`src/rtl/tone_sequencer_pkg.sv`:
```
// Shared definitions for the melody sequencer: state encoding and datapath widths.
package tone_seq_defs;

    localparam int TONE_WIDTH     = 24;
    localparam int NOTE_LEN_WIDTH = 24;

    typedef enum logic [1:0] {
        PAUSED = 2'd0,
        FETCH  = 2'd1,
        LOAD   = 2'd2,
        PLAY   = 2'd3
    } state_t;

endpackage

```
`src/rtl/tone_sequencer_tempo_control.sv`:
```
// Note-length register: steps down/up by TEMPO_STEP on tempo pulses, saturating
// at NOTE_LEN_MIN/NOTE_LEN_MAX. Simultaneous up and down pulses cancel.
module tempo_control
    import tone_seq_defs::*;
#(
    parameter int unsigned NOTE_LEN_DEFAULT = 5_000_000,
    parameter int unsigned TEMPO_STEP       = 500_000,
    parameter int unsigned NOTE_LEN_MIN     = 1_000_000,
    parameter int unsigned NOTE_LEN_MAX     = 15_000_000
) (
    input  logic                      clk,
    input  logic                      rst,
    input  logic                      tempo_up,
    input  logic                      tempo_down,
    output logic [NOTE_LEN_WIDTH-1:0] note_len
);

    localparam logic [NOTE_LEN_WIDTH:0] STEP_W = (NOTE_LEN_WIDTH+1)'(TEMPO_STEP);
    localparam logic [NOTE_LEN_WIDTH:0] MIN_W  = (NOTE_LEN_WIDTH+1)'(NOTE_LEN_MIN);
    localparam logic [NOTE_LEN_WIDTH:0] MAX_W  = (NOTE_LEN_WIDTH+1)'(NOTE_LEN_MAX);

    logic [NOTE_LEN_WIDTH:0] len_wide;
    logic [NOTE_LEN_WIDTH:0] sum_wide;
    logic [NOTE_LEN_WIDTH:0] len_next;

    // One extra bit of headroom so the sum cannot wrap before saturation.
    always_comb begin
        len_wide = {1'b0, note_len};
        sum_wide = len_wide + STEP_W;
        len_next = len_wide;
        if (tempo_up && !tempo_down) begin
            len_next = (len_wide < MIN_W + STEP_W) ? MIN_W : len_wide - STEP_W;
        end else if (tempo_down && !tempo_up) begin
            len_next = (sum_wide > MAX_W) ? MAX_W : sum_wide;
        end
    end

    always_ff @(posedge clk) begin
        if (rst) begin
            note_len <= NOTE_LEN_WIDTH'(NOTE_LEN_DEFAULT);
        end else begin
            note_len <= len_next[NOTE_LEN_WIDTH-1:0];
        end
    end

endmodule

```
`src/rtl/tone_sequencer.sv`:
```
// Steps through a melody ROM, holding each tone period for note_len cycles,
// with play/pause, direction reversal and tempo control.
module tone_sequencer
    import tone_seq_defs::*;
#(
    parameter int unsigned CLOCK_FREQ       = 125_000_000,
    parameter int unsigned ADDR_WIDTH       = 10,
    parameter int unsigned NUM_NOTES        = 1024,
    parameter int unsigned NOTE_LEN_DEFAULT = CLOCK_FREQ / 25,
    parameter int unsigned TEMPO_STEP       = 500_000,
    parameter int unsigned NOTE_LEN_MIN     = 1_000_000,
    parameter int unsigned NOTE_LEN_MAX     = 15_000_000
) (
    input  logic                      clk,
    input  logic                      rst,
    input  logic                      play_pause,
    input  logic                      reverse,
    input  logic                      tempo_up,
    input  logic                      tempo_down,
    output logic [ADDR_WIDTH-1:0]     rom_addr,
    input  logic [TONE_WIDTH-1:0]     rom_data,
    output logic [TONE_WIDTH-1:0]     tone_period,
    output logic                      tone_enable,
    output logic                      playing,
    output logic                      reversed,
    output logic [NOTE_LEN_WIDTH-1:0] note_len
);

    localparam logic [ADDR_WIDTH-1:0] LAST_ADDR = ADDR_WIDTH'(NUM_NOTES - 1);

    state_t                    state, state_next;
    logic [NOTE_LEN_WIDTH-1:0] counter, counter_next;
    logic [ADDR_WIDTH-1:0]     rom_addr_next, addr_advance;
    logic [TONE_WIDTH-1:0]     tone_period_next;
    logic                      tone_enable_next;
    logic                      reversed_next;
    logic                      pause_pending, pause_pending_next;
    logic                      resume_play, resume_play_next;

    tempo_control #(
        .NOTE_LEN_DEFAULT (NOTE_LEN_DEFAULT),
        .TEMPO_STEP       (TEMPO_STEP),
        .NOTE_LEN_MIN     (NOTE_LEN_MIN),
        .NOTE_LEN_MAX     (NOTE_LEN_MAX)
    ) u_tempo (
        .clk        (clk),
        .rst        (rst),
        .tempo_up   (tempo_up),
        .tempo_down (tempo_down),
        .note_len   (note_len)
    );

    assign playing = (state != PAUSED);

    // Advance uses the registered direction, so a reverse pulse in the same
    // cycle only affects the following note.
    always_comb begin
        if (reversed) begin
            addr_advance = (rom_addr == '0) ? LAST_ADDR : rom_addr - ADDR_WIDTH'(1);
        end else begin
            addr_advance = (rom_addr == LAST_ADDR) ? '0 : rom_addr + ADDR_WIDTH'(1);
        end
    end

    always_comb begin
        state_next         = state;
        counter_next       = counter;
        rom_addr_next      = rom_addr;
        tone_period_next   = tone_period;
        tone_enable_next   = tone_enable;
        pause_pending_next = pause_pending;
        resume_play_next   = resume_play;
        reversed_next      = reversed ^ reverse;

        case (state)
            PAUSED: begin
                tone_enable_next = 1'b0;
                if (play_pause) begin
                    if (resume_play) begin
                        state_next       = PLAY;
                        tone_enable_next = (tone_period != '0);
                    end else begin
                        state_next = FETCH;
                    end
                end
            end
            FETCH: begin
                state_next = LOAD;
                if (play_pause) pause_pending_next = 1'b1;
            end
            LOAD: begin
                tone_period_next = rom_data;
                tone_enable_next = (rom_data != '0);
                counter_next     = note_len - NOTE_LEN_WIDTH'(1);
                state_next       = PLAY;
                if (play_pause) pause_pending_next = 1'b1;
            end
            PLAY: begin
                // A pause holds the count so the note resumes where it stopped.
                if (play_pause || pause_pending) begin
                    state_next         = PAUSED;
                    pause_pending_next = 1'b0;
                    resume_play_next   = 1'b1;
                    tone_enable_next   = 1'b0;
                end else if (counter == '0) begin
                    rom_addr_next = addr_advance;
                    state_next    = FETCH;
                end else begin
                    counter_next = counter - NOTE_LEN_WIDTH'(1);
                end
            end
            default: begin
                state_next = PAUSED;
            end
        endcase
    end

    always_ff @(posedge clk) begin
        if (rst) begin
            state         <= PAUSED;
            counter       <= '0;
            rom_addr      <= '0;
            tone_period   <= '0;
            tone_enable   <= 1'b0;
            reversed      <= 1'b0;
            pause_pending <= 1'b0;
            resume_play   <= 1'b0;
        end else begin
            state         <= state_next;
            counter       <= counter_next;
            rom_addr      <= rom_addr_next;
            tone_period   <= tone_period_next;
            tone_enable   <= tone_enable_next;
            reversed      <= reversed_next;
            pause_pending <= pause_pending_next;
            resume_play   <= resume_play_next;
        end
    end

endmodule

```
`config.mk`:
```
export PLATFORM = sky130hd
export DESIGN_NAME = tone_sequencer
export DESIGN_NICKNAME = d
export VERILOG_FILES = /design/src/rtl/tone_sequencer_pkg.sv /design/src/rtl/tone_sequencer_tempo_control.sv /design/src/rtl/tone_sequencer.sv
export SDC_FILE = /design/constraint.sdc
export NUM_CORES = 1
export LEC_CHECK = 0
export CAP_MARGIN = 20
export CORE_ASPECT_RATIO = 1.4
export CORE_MARGIN = 3
export CORE_UTILIZATION = 50
export CTS_CLUSTER_DIAMETER = 50
export DETAILED_ROUTE_END_ITERATION = 10
export PLACE_DENSITY = 0.8
export SYNTH_ARGS = -nofsm -noshare
export SYNTH_HDL_FRONTEND = slang
export SYNTH_HIERARCHICAL = 1
export SYNTH_SLANG_ARGS = --single-unit
```
`constraint.sdc`:
```
create_clock -name clk -period 3.3 [get_ports clk]
set_input_delay 0.33 -clock clk [delete_from_list [all_inputs] [get_ports clk]]
set_output_delay 0.33 -clock clk [all_outputs]
set_load 0.005 [all_outputs]
```
# After elaboration in Yosys (flattened, before gate mapping)
# Cells that the tools add are included.
[word_totals] inputBits=30 out_inout_bits=61 word_cells=72 reg_bits=88
[op_classes] order_cmp=2 addsub=6 bitwise=2 mux=21 n_eq_ne=10 reduce_logical=22
[op_table] op="24-bit two-way mux" n=6
[op_table] op="24-bit one-hot mux with 2 select lines" n=1
[op_table] op="24-bit nonzero test" n=2
[op_table] op="24-bit by 1-bit subtractor with 24-bit output, second input constant" n=2
[op_table] op="10-bit two-way mux" n=3
[op_table] op="24-bit by 19-bit adder with 25-bit output, second input constant" n=1
[op_table] op="25-bit by 24-bit > comparator with 1-bit output, second input constant" n=1
[op_table] op="24-bit logical NOT" n=1
[op_table] op="24-bit by 21-bit < comparator with 1-bit output, second input constant" n=1
[op_table] op="24-bit by 19-bit subtractor with 24-bit output, second input constant" n=1
[op_table] op="10-bit by 1-bit adder with 10-bit output, second input constant" n=1
[op_table] op="10-bit equality test, second input constant" n=1
[op_table] op="10-bit logical NOT" n=1
[op_table] op="10-bit by 1-bit subtractor with 10-bit output, second input constant" n=1
[op_table] op="3-bit AND reduction" n=3
[op_table] op="2-bit two-way mux" n=4
[op_table] op="2-bit inequality test, second input constant" n=4
[op_table] op="2-bit one-hot mux with 4 select lines" n=1
[op_table] op="2-bit nonzero test" n=4
[op_table] op="2-bit AND reduction" n=3
[op_table] op="2-bit equality test, second input constant" n=2
[op_table] op="1-bit two-way mux" n=4
[op_table] op="3-bit inequality test, second input constant" n=1
[op_table] op="1-bit one-hot mux with 3 select lines" n=1
[op_table] op="11 further kinds" n=13

# Depth between registers and ports, before layout
[depth] word_depth=5 ltp_mapped=14

# Hierarchy
# The synthesis kept the hierarchy.
[modules_own_cells] module="tone_sequencer" area_each_um2=4211.5 cells_per_inst=522 seq_area_each_um2=1281.2 n_inst=1
[modules_own_cells] module="tempo_control" area_each_um2=2200.9 cells_per_inst=308 seq_area_each_um2=380.4 n_inst=1

# Worst setup path after synthesis
# Ideal clock, no wire load.
[synth_timing] path_kind="reg-to-reg" startpoint="register state[1]" endpoint="register counter[6]" stages_incl_launch_ff=15 required_ns=3.197 path_slack_ns=0.418 arrival_ns=2.779 n_path_buf=6 setup_ns=0.103 synth_period_minus_slack_ns=2.882 cell_sequence="dfxtp_1 > ha_1 > buf_6 > buf_8 > buf_2 > buf_2 > buf_1 > mux2i_1 > ha_1 > nand2_1 > buf_2 > o211ai_1 > o31ai_1 > nor3b_1 > a2111oi_2"
[synth_via] elab_chain_len=3 elab_cells_between_ends=7 cone_classes="eq/ne: 4; mux: 1; reduce/logical: 2"
[synth_lines] item="from (decl)" line="tone_sequencer.sv:31" rtl="state_t state, state_next;"
[synth_lines] item="from (signal assigned)" line="tone_sequencer.sv:129" rtl="state <= state_next;"
[synth_lines] item="2-bit equality test" line="tone_sequencer.sv:75" rtl="case (state)"
[synth_lines] item="2-bit inequality test (no source line) / 2-bit nonzero test (equally long branches)"
[synth_lines] item="3-bit AND reduction (no source line)"
[synth_lines] item="to (signal assigned)" line="tone_sequencer.sv:130" rtl="counter <= counter_next;"
[synth_lines] item="to (decl)" line="tone_sequencer.sv:32" rtl="logic [NOTE_LEN_WIDTH-1:0] counter, counter_next;"
# Several ways; a longest one is shown, not always the timed one.
# A chain may end at the register's enable or synchronous reset.

# Final worst setup path
[layout_timing] startpoint="register u_tempo.note_len[5]" endpoint="register u_tempo.note_len[21]"
[layout_via] elab_chain_len=5 elab_cells_between_ends=8 cone_classes="add/sub: 2; order compare: 2; mux: 4"
[layout_lines] item="from (decl)" line="tone_sequencer_tempo_control.sv:15" rtl="output logic [NOTE_LEN_WIDTH-1:0] note_len"
[layout_lines] item="from (signal assigned)" line="tone_sequencer_tempo_control.sv:40" rtl="note_len <= NOTE_LEN_WIDTH'(NOTE_LEN_DEFAULT);"
[layout_lines] item="from (signal assigned)" line="tone_sequencer_tempo_control.sv:42" rtl="note_len <= len_next[NOTE_LEN_WIDTH-1:0];"
[layout_lines] item="24-bit by 19-bit adder with 25-bit output" line="tone_sequencer_tempo_control.sv:29" rtl="sum_wide = len_wide + STEP_W;"
[layout_lines] item="25-bit by 24-bit > comparator with 1-bit output" line="tone_sequencer_tempo_control.sv:34" rtl="len_next = (sum_wide > MAX_W) ? MAX_W : sum_wide;"
[layout_lines] item="24-bit two-way mux" line="tone_sequencer_tempo_control.sv:34"
[layout_lines] item="24-bit two-way mux" line="tone_sequencer_tempo_control.sv:33" rtl="end else if (tempo_down && !tempo_up) begin"
[layout_lines] item="24-bit two-way mux *" line="tone_sequencer_tempo_control.sv:31" rtl="if (tempo_up && !tempo_down) begin"
# Mark *: on every way between the ends. The rest lies on a longest branch, timed or not. The select of a mux whose other input is x is not followed.

==> reports/qor.yml <==
setup_path:
  reg2reg_to: "u_tempo/note_len[21]"
  cp.required_ns: 3.57
  cpPeakStageDelay_ns: 0.41
  rrSetupSlack_ns: 0.28
  worst_path_most_repeated_cell: "a21oi_1"
  r2r_start: "u_tempo/note_len[5]"
  crit_type: "reg -> reg"
  endpoint_kind: "register"
  critical_path.max_fanout: 9
  path_depth: 10
  cp-start-kind: "register"
  ff2ff_path_depth: 10
  crit_chain: "ha_1 -> a21oi_1 -> o311a_1 -> or3_1 -> a21oi_1 -> o41ai_4 -> a221oi_4 -> buf_4 -> a2111oi_0 -> nor3_1"
  crit_buf_inv: 1
  crit_family: "compound AO/OA/AOI/OAI gates"
  worstPathArrival_ns: 3.29
  slowest_stage: "o311a_1"
placed_design:
  dp_cells: 1040
  gp_congestion: 1.016
  dpl.hpwl_um: 13600
  placed_area_sq_mm: 0.007401
  post-place-ws_ns: 0.3192
  portBuffers: 85
global_routing:
  grt_overflow: 0
  grt_pass1_wl_um: 31040
  antenna_found_initial: 0
  grt_pass1_vias: 6257
  grt_start_max_net_pins: 37
  gr-usage-all-layers_pct: 26.49
drt:
  drtIter0Drc: 526
  drt-pass1-iter-count: 5
  drc_errors: 0
  vias: 6728
  avgViaCountPerCell: 6.371
  ant_nets: 0
  drt_wl_total_um: 18990
  wl_per_cell_um: 17.98
clock_tree:
  clockBufferDepth: 2
  clk_latency_ns: 0.35
  tritoncts: "yes"
  cts_buffers: 9
  root_buffer: "clkbuf_16"
  post_cts_resized: 0
  cts_sinks: 83
  clk_pin_slew_ns: 0.07
  htreeDepth: 3
  ctsHoldBuffers: 0
  cts_setup_buffers: 0
worst_hold_path:
  hold_class: "reg -> reg"
  hold_end: "counter[21]"
  min_path_cells: 2
  min_from: "counter[21]"
die:
  die_y_um: 140.0
  die_w_um: 101.7
  core.rowCount: 48
  die_area_sq_mm: 0.01424
  initial_utilization_pct: 51.58
  ioPinCount: 91
  fp.coreArea_sq_mm: 0.01243
yosys:
  synth_area_leader_cell: "dfxtp_1"
  ys_top_cells_by_area: "dfxtp_1 (26%), mux2i_1 (5.9%), nor2_1 (5.4%)"
  synth-seq-cells: 83
  netlist_instances: 830
  synth.cell_area_sq_mm: 0.006412
  yosysSeqAreaShare_pct: 25.91
  yosysMostFrequentCell: "nor2_1"
  synth_common_cells: "nor2_1 (93), dfxtp_1 (83), a21oi_1 (66), nand2_1 (66), mux2i_1 (38)"
  syn_avg_cell_area_sq_um: 7.726
  synth-edff-count: 0
  async_flop_share_pct: 0
  ys.flop_type: "dfxtp_1"
  yosys_warnings: 6
  synth_cell_type_count: 89
  synth_top_cell_area_share_pct: 25.91
cells_and_area:
  antennaDiodeCount: 0
  area_growth_pct: 19.86
  nets: 944
  fillers: 1150
  drive_gt1_share_pct: 10.38
  regArea_sq_mm: 0.001662
  layout.cells.non_filler: 1056
  postLayoutCellArea_sq_mm: 0.007686
  multi_input_area_sq_mm: 0.004334
run_status:
  run_status: "complete, no violations"
sta:
  tightestPinTransition_ns: 0.7276
  period_share_pct: 91.42
  setup-tns-final_ns: 0
  rsz0062_at_grt: "no"
  max_freq_ghz: 0.3315
  period_minus_slack_ns: 3.017
  relSlewSlack_pct: 51.38
  slew_viol_final: 0
  finalSetupViolCount: 0
  worst_slack_ns: 0.2832
  fin_worst_skew_ns: 0.006812
  finalHoldViolations: 0
pwr:
  p_per_area_mw_per_mm2: 517.6
  power_leakage_nw: 2.659
  ir_worst_vdd_mv: 0.2818
flow_run:
  max_cap_viol_count: 0
[cells in the final DEF, fill, tap and decap left out, types with 10 or more instances in the layout]
cell type / Yosys / final
o21ai_0: 34 / 34
nand2_1: 66 / 66
mux2i_1: 38 / 38
clkdlybuf4s50_1: 0 / 84
a31oi_1: 16 / 16
dfxtp_1: 83 / 83
nor2_1: 93 / 93
o31ai_1: 12 / 12
ha_1: 13 / 11
a211oi_1: 17 / 17
nor4_1: 19 / 19
xnor2_1: 12 / 12
inv_1: 28 / 28
nand3_1: 25 / 25
buf_4: 7 / 35
nand3b_1: 10 / 10
a21oi_1: 66 / 66
nor2b_1: 10 / 10
nor3_1: 32 / 32
and3_1: 12 / 12
[power breakdown]
group	switching (mW)	total (mW)	internal (mW)	leakage, nW
clock	0.470	0.993	0.522	0.131
sequential	0.172	1.31	1.14	0.677
combinational	0.951	1.67	0.721	1.85
[per-stage QoR]
| step | hold WS [ns] | utilization, % | power [mW] |
|---|---|---|---|
| after global placement | 0.4490 | 59.53 | 2.954 |
| after detailed placement | 0.4569 | 59.53 | 2.977 |
| after global routing | 0.4894 | 61.83 | 4.226 |
| after floorplan | 0.4411 | - | 2.428 |
| after CTS | 0.4701 | 61.83 | 3.968 |
| final | 0.4673 | 61.83 | 3.978 |
[metal layers]
layer	vias to the layer above	global-route usage [%]	part of all wire, %
li1	3236	-	-
met1	3160	32.01	40
met2	280	46.28	51
met3	52	3.239	5.7
met4	0	11.55	3.3
met5	-	0	0
[cells by family (layout without fill, tap and decap cells)]
group	Yosys count	count (layout)	synth area share, %
and+or+nand+nor	334	334	28.19
AOI/OAI and AO/OA	249	249	27.84
buffers and inverters	93	165	6.810
DFF	83	83	25.91
muxes	41	41	6.458
xor gates and xnor gates	16	16	2.185
adders and majority gates	13	13	2.537
other	1	5	0.05848
[worst min-delay path, stage by stage (launching register included)]
cell and delay (ns):
dfxtp_1 0.32, nand2_1 0.05, a21oi_1 0.05
[how the worst max path moves through the flow]
stage	end	slack (ns)	from
finish	u_tempo/note_len[21]	0.28	u_tempo/note_len[5]
floorplan	counter[6]	0.42	state[1]
CTS	u_tempo/note_len[21]	0.31	u_tempo/note_len[7]
detailed placement	u_tempo/note_len[21]	0.32	u_tempo/note_len[5]
global route	u_tempo/note_len[21]	0.04	u_tempo/note_len[7]
global placement	u_tempo/note_len[21]	0.40	u_tempo/note_len[5]
[area by class of cell]
class / count / share of cell area (%)
multi-input combinational: 658 / 56.39
tap: 150 / 2.442
inverter: 29 / 1.416
clock inverter: 7 / 0.7814
clock buffer: 9 / 2.930
sequential: 83 / 21.62
timing repair buffer: 120 / 14.42
[state kept, by name, summed over array words and instances, names as in the netlist]
name,cells
counter,24
tone_period,24
u_tempo/note_len,19
rom_addr,10
state,2
pause_pending,1
resume_play,1
reversed,1
tone_enable,1
Power figures use the tool's default switching activity.
